## src/rtl/router_pkg.sv

```systemverilog
// Shared constants and tx FSM encoding for the router1x3 packet source.
package router_pkg;

    localparam int DEF_WIDTH   = 8;
    localparam int DEF_MAX_LEN = 63;
    localparam int LEN_W       = 6;

    localparam logic [1:0] ADDR_INVALID = 2'b11;

    localparam int LEN_MSB  = 7;
    localparam int LEN_LSB  = 2;
    localparam int ADDR_MSB = 1;
    localparam int ADDR_LSB = 0;

    typedef enum logic [2:0] {
        S_IDLE,
        S_LOAD,
        S_HEADER,
        S_PAYLOAD,
        S_PARITY,
        S_ERR_WAIT
    } tx_state_e;

endpackage

```

## src/rtl/router_tx_buf.sv

```systemverilog
// Payload store for router_pkt_tx: synchronous write, asynchronous read.
module router_tx_buf #(
    parameter int WIDTH = 8,
    parameter int DEPTH = 63,
    parameter int AW    = 6
) (
    input  logic             clock,
    input  logic             we_i,
    input  logic [AW-1:0]    waddr_i,
    input  logic [WIDTH-1:0] wdata_i,
    input  logic [AW-1:0]    raddr_i,
    output logic [WIDTH-1:0] rdata_o
);

    logic [WIDTH-1:0] mem_q [DEPTH];

    // NOTE: storage has no reset; every byte is written in LOAD before it is read.
    always_ff @(posedge clock) begin
        if (we_i) begin
            mem_q[waddr_i] <= wdata_i;
        end
    end

    assign rdata_o = mem_q[raddr_i];

endmodule

```

## src/rtl/router_pkt_tx.sv

```systemverilog
// Packet source for router1x3: load payload, send header/payload/parity, sample err.
// Optional macro ROUTER_PKT_TX_PARITY_CORRUPT_EN adds corrupt_par for parity error injection.
module router_pkt_tx
    import router_pkg::*;
#(
    parameter int WIDTH    = DEF_WIDTH,
    parameter int MAX_LEN  = DEF_MAX_LEN,
    parameter int ERR_WAIT = 3
) (
    input  logic             clock,
    input  logic             resetn,
    input  logic             start,
    input  logic [1:0]       dest_addr,
    input  logic [5:0]       pld_len,
    input  logic             wr_en,
    input  logic [WIDTH-1:0] wr_data,
    output logic             wr_ready,
    input  logic             busy,
    input  logic             err,
    output logic [WIDTH-1:0] data_out,
    output logic             pkt_valid,
    output logic             tx_active,
    output logic             done,
    output logic             pkt_err,
    output logic             reject
`ifdef ROUTER_PKT_TX_PARITY_CORRUPT_EN
    ,
    input  logic             corrupt_par
`endif
);

    localparam int WW = (ERR_WAIT > 1) ? $clog2(ERR_WAIT) : 1;

    tx_state_e        state_q, state_d;
    logic [WIDTH-1:0] hdr_q, hdr_d, hdr_new;
    logic [WIDTH-1:0] par_q, par_d, par_tx;
    logic [LEN_W-1:0] cnt_q, cnt_d, idx_q, idx_d, rd_addr, last_idx;
    logic [WW-1:0]    wcnt_q, wcnt_d;
    logic [WIDTH-1:0] data_out_q, data_out_d;
    logic             pkt_valid_q, pkt_valid_d;
    logic             done_q, done_d, pkt_err_q, pkt_err_d, reject_q, reject_d;
    logic             corrupt_q, corrupt_d;
    logic             buf_we;
    logic [WIDTH-1:0] buf_rdata;

    router_tx_buf #(.WIDTH(WIDTH), .DEPTH(MAX_LEN), .AW(LEN_W)) u_buf (
        .clock   (clock),
        .we_i    (buf_we),
        .waddr_i (cnt_q),
        .wdata_i (wr_data),
        .raddr_i (rd_addr),
        .rdata_o (buf_rdata)
    );

    assign last_idx = hdr_q[LEN_MSB:LEN_LSB] - 6'd1;
    assign par_tx   = par_q ^ {{(WIDTH-1){1'b0}}, corrupt_q};

    always_comb begin
        hdr_new = '0;
        hdr_new[LEN_MSB:LEN_LSB]   = pld_len;
        hdr_new[ADDR_MSB:ADDR_LSB] = dest_addr;
    end

    // NOTE: every variable gets a default first so no path leaves one unassigned (no latches).
    always_comb begin
        state_d     = state_q;
        hdr_d       = hdr_q;
        par_d       = par_q;
        cnt_d       = cnt_q;
        idx_d       = idx_q;
        wcnt_d      = wcnt_q;
        data_out_d  = data_out_q;
        pkt_valid_d = pkt_valid_q;
        pkt_err_d   = pkt_err_q;
        corrupt_d   = corrupt_q;
        done_d      = 1'b0;
        reject_d    = 1'b0;
        buf_we      = 1'b0;
        // Next byte to present: entry 0 when leaving HEADER, otherwise the one after idx.
        rd_addr     = (state_q == S_HEADER) ? '0 : idx_q + 6'd1;

        unique case (state_q)
            S_IDLE: begin
                if (start) begin
                    if (dest_addr == ADDR_INVALID || pld_len == 6'd0) begin
                        reject_d = 1'b1;
                    end else begin
                        hdr_d     = hdr_new;
                        par_d     = hdr_new;
                        pkt_err_d = 1'b0;
                        cnt_d     = '0;
                        state_d   = S_LOAD;
`ifdef ROUTER_PKT_TX_PARITY_CORRUPT_EN
                        corrupt_d = corrupt_par;
`else
                        corrupt_d = 1'b0;
`endif
                    end
                end
            end
            S_LOAD: begin
                if (wr_en) begin
                    buf_we = 1'b1;
                    par_d  = par_q ^ wr_data;
                    cnt_d  = cnt_q + 6'd1;
                    if (cnt_q == last_idx) begin
                        state_d     = S_HEADER;
                        data_out_d  = hdr_q;
                        pkt_valid_d = 1'b1;
                    end
                end
            end
            S_HEADER: begin
                if (!busy) begin
                    state_d    = S_PAYLOAD;
                    idx_d      = '0;
                    data_out_d = buf_rdata;
                end
            end
            S_PAYLOAD: begin
                if (!busy) begin
                    if (idx_q == last_idx) begin
                        state_d     = S_PARITY;
                        data_out_d  = par_tx;
                        pkt_valid_d = 1'b0;
                    end else begin
                        idx_d      = idx_q + 6'd1;
                        data_out_d = buf_rdata;
                    end
                end
            end
            S_PARITY: begin
                if (!busy) begin
                    state_d    = S_ERR_WAIT;
                    wcnt_d     = '0;
                    data_out_d = '0;
                end
            end
            S_ERR_WAIT: begin
                pkt_err_d = pkt_err_q | err;
                // done lands in the first IDLE cycle, when pkt_err already includes the last sample.
                if (wcnt_q == WW'(ERR_WAIT - 1)) begin
                    state_d = S_IDLE;
                    done_d  = 1'b1;
                end else begin
                    wcnt_d = wcnt_q + 1'b1;
                end
            end
            default: state_d = S_IDLE;
        endcase
    end

    // NOTE: sequential state uses non-blocking assignments so all registers update together.
    always_ff @(posedge clock) begin
        if (!resetn) begin
            state_q     <= S_IDLE;
            hdr_q       <= '0;
            par_q       <= '0;
            cnt_q       <= '0;
            idx_q       <= '0;
            wcnt_q      <= '0;
            data_out_q  <= '0;
            pkt_valid_q <= 1'b0;
            done_q      <= 1'b0;
            pkt_err_q   <= 1'b0;
            reject_q    <= 1'b0;
            corrupt_q   <= 1'b0;
        end else begin
            state_q     <= state_d;
            hdr_q       <= hdr_d;
            par_q       <= par_d;
            cnt_q       <= cnt_d;
            idx_q       <= idx_d;
            wcnt_q      <= wcnt_d;
            data_out_q  <= data_out_d;
            pkt_valid_q <= pkt_valid_d;
            done_q      <= done_d;
            pkt_err_q   <= pkt_err_d;
            reject_q    <= reject_d;
            corrupt_q   <= corrupt_d;
        end
    end

    assign wr_ready  = (state_q == S_LOAD);
    assign tx_active = (state_q != S_IDLE);
    assign data_out  = data_out_q;
    assign pkt_valid = pkt_valid_q;
    assign done      = done_q;
    assign pkt_err   = pkt_err_q;
    assign reject    = reject_q;

endmodule

```

## config.mk

```make
export PLATFORM = sky130hd
export DESIGN_NAME = router_pkt_tx
export DESIGN_NICKNAME = d
export VERILOG_FILES = /design/src/rtl/router_pkg.sv /design/src/rtl/router_tx_buf.sv /design/src/rtl/router_pkt_tx.sv
export SDC_FILE = /design/constraint.sdc
export NUM_CORES = 1
export LEC_CHECK = 0
export CAP_MARGIN = 20
export CORE_ASPECT_RATIO = 1.2
export CORE_MARGIN = 3
export CORE_UTILIZATION = 35
export DETAILED_ROUTE_END_ITERATION = 12
export PLACE_DENSITY_LB_ADDON = 0.25
export SETUP_SLACK_MARGIN = 0.05
export SLEW_MARGIN = 20
export SYNTH_ARGS = -nofsm -noshare
export SYNTH_HDL_FRONTEND = slang
export SYNTH_HIERARCHICAL = 1
export SYNTH_SLANG_ARGS = --single-unit
```

## constraint.sdc

```tcl
create_clock -name clock -period 4.8 [get_ports clock]
set_clock_uncertainty 0.15 [all_clocks]
set_input_delay 0.48 -clock clock [delete_from_list [all_inputs] [get_ports clock]]
set_output_delay 0.48 -clock clock [all_outputs]
set_load 0.005 [all_outputs]
```

==> results of run 1 <==
[critical path: stages (launching register included)]
cell and delay (ns):
dfxtp_1 0.31, nor2_1 0.53, and2_1 0.53, nor2_4 0.13, buf_12 0.22, buf_12 0.21, mux4_2 0.43, a22oi_1 0.26
nand4_1 0.14, a21oi_1 0.35, nor3_1 0.14, a22o_2 0.22, a22o_1 0.18, a211o_1 0.22, o221a_2 0.22
[placed cells by master, fill, tap and decap left out, types with 12 or more instances in the layout]
cell type          n
o221a_2           12
xnor2_1           13
dfxtp_1           45
nand2b_1          14
clkdlybuf4s50_1   27
nand3_1           31
nand2_1           80
nor2_1            95
clkinv_1          14
nor2b_1           15
mux4_2           115
edfxtp_1         504
buf_4             56
a21oi_1           34
clkbuf_16         55
mux2i_1           33
a22oi_1           16
a22o_1            24
o21ai_0           35
[area by class of cell]
type,count,area [µm²]
Multi-Input combinational cell,658,6050
Inverter,11,41.3
Tap cell,824,1030
Clock inverter,26,169
Fill cell,5691,37800
Sequential cell,549,16000
Clock buffer,66,1420
Timing Repair Buffer,98,871
[flip-flops by register name, summed over array words and instances (netlist names)]
signal / count
idx_q: 6
par_q: 8
pkt_err: 1
u_buf/mem_q: 504
reject: 1
wcnt_q: 2
data_out: 8
done: 1
cnt_q: 6
hdr_q: 8
state_q: 3
pkt_valid: 1
[path summary, 6_finish.rpt]
path,slack (ns),startpoint,depth (start not counted),endpoint
setup / recovery,0.45,state_q[0]$_SDFFE_PN0P_,14,data_out[2]$_SDFFE_PN0P_
hold / removal,0.29,wr_data[1],1,u_buf/mem_q[11][1]$_DFFE_PP_
setup reg to reg,0.45,state_q[0]$_SDFFE_PN0P_,14,data_out[2]$_SDFFE_PN0P_
hold reg to reg,0.33,par_q[2]$_SDFFE_PN0P_,2,par_q[2]$_SDFFE_PN0P_
[power by group]
| group | internal (µW) | switching (µW) | total, µW |
|---|---|---|---|
| sequential | 5240 | 24.1 | 5260 |
| combinational | 86.0 | 195 | 281 |
| clock | 2180 | 1730 | 3910 |
[stage by stage]
step,cells,util [%]
floorplan,1295,-
CTS,2232,40.4
global placement,2140,37.9
detailed placement,2140,37.9
global route,2232,40.4
finish,2232,40.4
[metal layers]
metal | vias up | wire (µm) | GRT usage, %
li1 | 5348 | - | -
met1 | 6358 | 22600 | 21.5
met2 | 361 | 27500 | 27.5
met3 | 90 | 2630 | 2.42
met4 | 0 | 1890 | 6.13
met5 | - | 0 | 0
[kinds of logic after synthesis]
| family | after synthesis |
|---|---|
| adder cells (fa/ha/maj) | 4 |
| flip-flops | 549 |
| AND/OR/NAND/NOR | 285 |
| XOR/XNOR | 27 |
| multiplexers | 154 |
| AO/OA/AOI/OAI | 188 |
| buffers and inverters | 88 |
==> results.cfg, run 1 <==
[detailed_routing]
num_vias = 12200
wl_um = 54600
first_iter_violations = 1114
drtAntennaViolNets = 0
drtPass1Iterations = 5
drcViolationCount = 0
viasPerCell = 5.45
wl_per_cell_um = 24.5

[finish]
syn2layout_area_growth_pct = 13.8
finalInstanceArea_mm2 = 0.0256
nets = 1398
drive_gt1_share_pct = 20.5
n_antenna_cell = 0

[logic_synthesis]
synth_edf_count = 504
synth_common_cells = edfxtp_1, mux4_2, nor2_1, nand2_1, dfxtp_1
ys_seq_elements = 549
async_flop_share_pct = 0
synthFlopType = edfxtp_1
synth-seq-area-share_pct = 71.3
synth_top_area_share_pct = 67.3
netlist_instances = 1295
yosysMostFrequentCell = edfxtp_1
synth-xor-area-share_pct = 1.24
yosys.area_share.simple_pct = 5.96
postSynthNetCount = 1321
yosys_warnings = 6
muxShareOfSynthArea_pct = 13.3
synth_top_area_cell = edfxtp_1
avgSynthCellArea_um2 = 17.4
synth.area.top_cells = edfxtp_1, mux4_2, dfxtp_1
synth-compound-area-share_pct = 6.03
yosys.area_share.adder_pct = 0.222
syn_area_mm2 = 0.0225
synth_top_family_by_area = multiplexers
synth_cell_types = 72

[sta]
worst-slew-pin-transition_ns = 1.18
slew_viol_final = 0
fin_ws_ns = 0.449
finalCritPeriodShare_pct = 90.6
min_period_ns = 4.35
finalSetupTns_ns = 0
setup_viol = 0
whs_ns = 0.288
maxSlewHeadroom_pct = 21.4
clock.fmax_mhz = 230
finalHoldViolCount = 0
rsz0062_at_grt = false

[global_routing]
grt_pass1_wl_um = 82500
antenna_found_initial = 0
gr-total-overflow = 0
grt_max_degree = 66
grt_pass1_vias = 12400
grtUsageTotal_pct = 16.3

[placed_design]
portBuffers = 35
place.gp.congestion = 0.810
dp.final_hpwl_um = 35300
dpl_cell_area_mm2 = 0.0240
post-place-ws_ns = 0.511

[critical_path]
cp_max_fo = 24
critical_path_class = reg2reg
worst_ep_arrival_time_ns = 4.69
start_kind = register
end_kind = register
crit_required_ns = 5.14

[clock_tree]
cts_tree = yes
cts_sinks = 549
cts_buffers = 54
cts_setup_buffers = 0
ctsHoldBuffers = 0
cts_max_level = 2
cts_resized = 0
cts_root_buf = clkbuf_16
clk_pin_slew_worst_paths_ns = 0.06
worstSkewPairLatency_ns = 0.60
clock_path_buffers = 3

[power_and_ir_drop]
p_leak_uw = 0.00815
ir_worst_vdd_uv = 290
finalPower_uw = 9450
power_density_mw_per_mm2 = 369

[min_path]
hold_path.class = in2reg

[floorplanning]
pin_count = 36
core_area_mm2 = 0.0634
start_util_pct = 35.5
dieHeight_um = 284
dieArea_mm2 = 0.0674
rows = 101
die_w_um = 237

[flow_run]
cap_violations = 0

[run_status]
status = finished, final reports clean
Power figures use the tool's default switching activity.
==> run 2: changes to the inputs <==
==> constraint.sdc (replaced) <==
create_clock -name clock -period 4.29 [get_ports clock]
set_clock_uncertainty 0.15 [all_clocks]
set_input_delay 0.429 -clock clock [delete_from_list [all_inputs] [get_ports clock]]
set_output_delay 0.429 -clock clock [all_outputs]
set_load 0.005 [all_outputs]
==> results.cfg, run 2 (same netlist as run 1, synthesis figures left out) <==
[run_status]
status = finished, final reports clean

[critical_path]
end_kind = register
r2r_end = data_out[6]$_SDFFE_PN0P_
critical_path_class = reg2reg
cp_max_fo = 24
crit_required_ns = 4.64
worst_r2r_path_depth = 13
start_kind = register
worst_ep_arrival_time_ns = 4.47
r2r_start = state_q[0]$_SDFFE_PN0P_
crit_end = data_out[6]$_SDFFE_PN0P_
cp-startpoint = state_q[0]$_SDFFE_PN0P_
rrSetupSlack_ns = 0.17

[power_and_ir_drop]
ir_worst_vdd_uv = 270
finalPower_uw = 11000
power_density_mw_per_mm2 = 423
p_leak_uw = 0.00844

[sta]
finalHoldViolCount = 0
whs_ns = 0.216
rsz0062_at_grt = false
finalCritPeriodShare_pct = 96.0
clock.fmax_mhz = 243
slew_viol_final = 0
finalSetupTns_ns = 0
maxSlewHeadroom_pct = 26.0
setup_viol = 0
worst-slew-pin-transition_ns = 1.11
min_period_ns = 4.12

[flow_run]
cap_violations = 0

[global_routing]
gr-total-overflow = 0
antenna_found_initial = 1
grt_max_degree = 66
grtUsageTotal_pct = 16.5
grt_pass1_vias = 12200
grt_pass1_wl_um = 82800

[floorplanning]
core_area_mm2 = 0.0634
dieHeight_um = 284
start_util_pct = 35.5
dieArea_mm2 = 0.0674
pin_count = 36
die_w_um = 237
rows = 101

[detailed_routing]
num_vias = 12200
first_iter_violations = 914
drtPass1Iterations = 5
m1WireLength_um = 23600
drcViolationCount = 0
drtAntennaViolNets = 0
dr_wl_met3_um = 2410
met2WireLength_um = 28400
highest_layer = met5
wl_per_cell_um = 24.5
viasPerCell = 5.37
wl_um = 55800

[clock_tree]
worstSkewPairLatency_ns = 0.61
cts_tree = yes
clock_path_buffers = 3
cts_buffers = 55
cts_sinks = 549
cts_root_buf = clkbuf_16
clk_pin_slew_worst_paths_ns = 0.06
cts_max_level = 2
ctsHoldBuffers = 0

[finish]
n_antenna_cell = 0
final_common_cell = edfxtp_1
syn2layout_area_growth_pct = 16.1
nets = 1433
final_cell_mix = edfxtp_1, mux4_2, nor2_1, buf_4, nand2_1
drive_gt1_share_pct = 23.1
largest_register = u_buf/mem_q
largest_reg_flops = 504

[min_path]
hold_path.class = in2reg

[placed_design]
dp.final_hpwl_um = 36500
place.gp.congestion = 0.806
portBuffers = 35
==> run 2: changes by cell type in the layout (fill, tap and decap cells not counted), sizes merged <==
cell,change
buf,+33
bufinv,+5
clkbuf,+5
clkinv,-5
inv,+2
clkinvlp,-1
nor2,+1
==> run 2: power breakdown <==
part | internal (µW) | switching [µW] | total (µW) | leakage (µW)
combinational | 98.9 | 219 | 318 | 0.00266
sequential | 5860 | 26.7 | 5880 | 0.00489
clock | 2850 | 1990 | 4840 | 0.000889
total | 8810 | 2230 | 11000 | 0.00844
==> run 2: per-stage QoR <==
step / instance area, µm² / instances / utilization, % / setup slack [ns]
finish: 26100 / 2272 / 41.2 / 0.169
CTS: 26100 / 2266 / 41.1 / 0.0508
global placement: 24300 / 2167 / 38.2 / -0.0543
detailed placement: 24300 / 2167 / 38.2 / -0.0669
floorplan: 22500 / 1295 / - / 0.643
global route: 26100 / 2272 / 41.2 / 0.0720
==> run 2: metal layers <==
layer	track usage, %	vias up
met5	0	-
met4	4.78	2
met3	2.61	79
met2	28.6	317
met1	21.5	6391
li1	-	5417
==> run 2: worst min-delay path by stage <==
stage,from,to,slack (ns),cells after the start
after detailed placement,wcnt_q[0]$_SDFFE_PN0P_,wcnt_q[0]$_SDFFE_PN0P_,0.30,2
after CTS,wr_data[2],u_buf/mem_q[59][2]$_DFFE_PP_,0.23,1
final,wr_data[4],u_buf/mem_q[56][4]$_DFFE_PP_,0.22,1
after floorplan,wcnt_q[1]$_SDFFE_PN0P_,wcnt_q[1]$_SDFFE_PN0P_,0.29,2
after global routing,wr_data[4],u_buf/mem_q[56][4]$_DFFE_PP_,0.23,1
after global placement,wcnt_q[1]$_SDFFE_PN0P_,wcnt_q[1]$_SDFFE_PN0P_,0.29,2
==> run 2: area by class of cell <==
| type | count | area [µm²] |
|---|---|---|
| Sequential cell | 549 | 16000 |
| Multi-Input combinational cell | 659 | 6060 |
| Clock buffer | 71 | 1480 |
| Fill cell | 5649 | 37300 |
| Inverter | 11 | 41.3 |
| Tap cell | 824 | 1030 |
| Clock inverter | 27 | 325 |
| Timing Repair Buffer | 131 | 1160 |
==> run 2: critical path, stage by stage, from the launching register on <==
cell	delay [ns]
dfxtp_1	0.34
nor2_2	0.10
and2_1	0.28
buf_4	0.21
nor2b_4	0.35
buf_4	0.39
nor2_1	0.31
a22o_1	0.27
o21ai_0	0.44
o311ai_1	0.25
a22o_1	0.22
a22o_1	0.22
a211o_1	0.23
o221a_2	0.24
==> run 2: repair_timing <==
item                       4_1_cts  5_1_grt
pin swaps                        1        2
gates cloned                     1        0
setup buffers                    0        6
setup endpoints to repair        5        6
gates resized for setup          1        0
==> run 3: changes to the inputs <==
--- a/config.mk
+++ b/config.mk
@@ -7,8 +7,9 @@
 export LEC_CHECK = 0
 export CAP_MARGIN = 20
 export CORE_ASPECT_RATIO = 1.2
-export CORE_MARGIN = 3
+export CORE_MARGIN = 4
 export CORE_UTILIZATION = 35
+export CTS_CLUSTER_SIZE = 20
 export DETAILED_ROUTE_END_ITERATION = 12
 export PLACE_DENSITY_LB_ADDON = 0.25
 export SETUP_SLACK_MARGIN = 0.05
==> results.cfg, run 3 (same netlist as run 1, synthesis figures left out) <==
[run_status]
status = finished, final reports clean

[power_and_ir_drop]
ir_worst_vdd_uv = 254
p_leak_uw = 0.00828
power_density_mw_per_mm2 = 413
finalPower_uw = 10700

[critical_path]
worstSetupPathDepth = 13
cp_max_fo = 20
cp-startpoint = state_q[0]$_SDFFE_PN0P_
critical_path_class = reg2reg
worst_r2r_path_depth = 13
crit_required_ns = 4.64
crit_end = data_out[6]$_SDFFE_PN0P_
crit_top_cell = a22o_1
start_kind = register
worst_ep_arrival_time_ns = 4.41
r2r_start = state_q[0]$_SDFFE_PN0P_
r2r_end = data_out[6]$_SDFFE_PN0P_
cp_slowest_cell = o21ai_0
critPathMaxStageDelay_ns = 0.49
worst-path-buf-inv = 2
path_cells = nor2_2 > and2_1 > nor2_4 > buf_12 > buf_12 > mux4_2 > a22o_1 > o21ai_0 > o311ai_1 > a22o_1 > a22o_1 > a211o_1 > o221a_2
rrSetupSlack_ns = 0.24
end_kind = register
critPathTopFamily = compound AO/OA/AOI/OAI gates

[detailed_routing]
wl_um = 55400
drtPass1Iterations = 5
first_iter_violations = 959
num_vias = 12200
drcViolationCount = 0
viasPerCell = 5.42
wl_per_cell_um = 24.5
drtAntennaViolNets = 0

[sta]
clock.fmax_mhz = 247
whs_ns = 0.165
worst-slew-pin-transition_ns = 1.07
fin_ws_ns = 0.236
setup_viol = 0
maxSlewHeadroom_pct = 28.7
finalSetupTns_ns = 0
min_period_ns = 4.05
slew_viol_final = 0
rsz0062_at_grt = false
finalCritPeriodShare_pct = 94.5
finalHoldViolCount = 0

[floorplanning]
pin_count = 36
rows = 101
core_area_mm2 = 0.0634
start_util_pct = 35.5
dieHeight_um = 286
dieArea_mm2 = 0.0684
die_w_um = 239

[global_routing]
grt_util_met1_pct = 21.1
grt_pass1_wl_um = 82700
grt_pass1_vias = 12500
grt_util_met3_pct = 2.43
grt_max_degree = 51
gr-total-overflow = 0
use_met2_pct = 27.3
antenna_found_initial = 0
top_usage_layer = met2
grtUsageTotal_pct = 16.1

[finish]
largest_reg_flops = 504
drive_gt1_share_pct = 21.8
final_cell_mix = edfxtp_1, mux4_2, nor2_1, nand2_1, buf_4
seqCellArea_mm2 = 0.0160
syn2layout_area_growth_pct = 15.0
fill_cells = 5689
multiInputGateArea_mm2 = 0.00606
nets = 1417
final_common_cell = edfxtp_1
finalInstanceArea_mm2 = 0.0259
largest_register = u_buf/mem_q

[clock_tree]
cts_buffers = 55
clock_path_buffers = 3
cts_sinks = 549
worstSkewPairLatency_ns = 0.61
cts_root_buf = clkbuf_16
cts_tree = yes
cts_max_level = 2
clk_pin_slew_worst_paths_ns = 0.06

[placed_design]
dpl_cell_area_mm2 = 0.0242
dp.final_hpwl_um = 36400
portBuffers = 35
place.gp.congestion = 0.854
post-place-ws_ns = 0.100

[min_path]
hold_path.class = in2reg
hp-start = wr_data[6]

[flow_run]
cap_violations = 0
run 3: cell count changes in the layout (fill, tap and decap cells not counted), moves of 2 or more:
cell,delta
buf_4,-13
clkinv_2,-3
clkbuf_1,-3
clkinv_1,+12
clkbuf_16,-2
bufinv_16,-5
run 3: area by class of cell:
cell class	count	area share, %
Clock inverter	35	0.977
Sequential cell	549	62.0
Clock buffer	66	5.48
Antenna cell	1	0.00967
Multi-Input combinational cell	658	23.4
Inverter	11	0.160
Timing Repair Buffer	116	3.99
Tap cell	824	3.99
run 3: worst min path at each step:
stage	endpoint	slack (ns)	cells past startpoint
floorplan	wcnt_q[1]$_SDFFE_PN0P_	0.29	2
detailed placement	wcnt_q[0]$_SDFFE_PN0P_	0.30	2
global placement	wcnt_q[1]$_SDFFE_PN0P_	0.30	2
finish	u_buf/mem_q[31][6]$_DFFE_PP_	0.17	1
CTS	u_buf/mem_q[52][6]$_DFFE_PP_	0.13	1
global route	u_buf/mem_q[52][6]$_DFFE_PP_	0.16	1
run 3: metal layers:
layer | vias up | part of all wire (%)
met1 | 6377 | 41
met3 | 102 | 4.9
met2 | 361 | 51
met5 | - | 0
li1 | 5402 | -
met4 | 0 | 3.6
run 3: where the power goes:
part	switching, µW	internal, µW
clock network	2010	2480
logic	222	99.9
registers	24.5	5860
run 3: repair_timing:
action                                  CTS  global route
gates resized for setup                   0             1
setup buffers                             0             0
endpoints found under the setup margin    0             2
hold buffers                              0             0
run 3: through the flow:
step           util (%)  std cells
2_1_floorplan         -       1295
4_1_cts            40.8       2259
3_3_place_gp       38.1       2158
3_5_place_dp       38.1       2158
5_1_grt            40.8       2259
6_report           40.8       2260
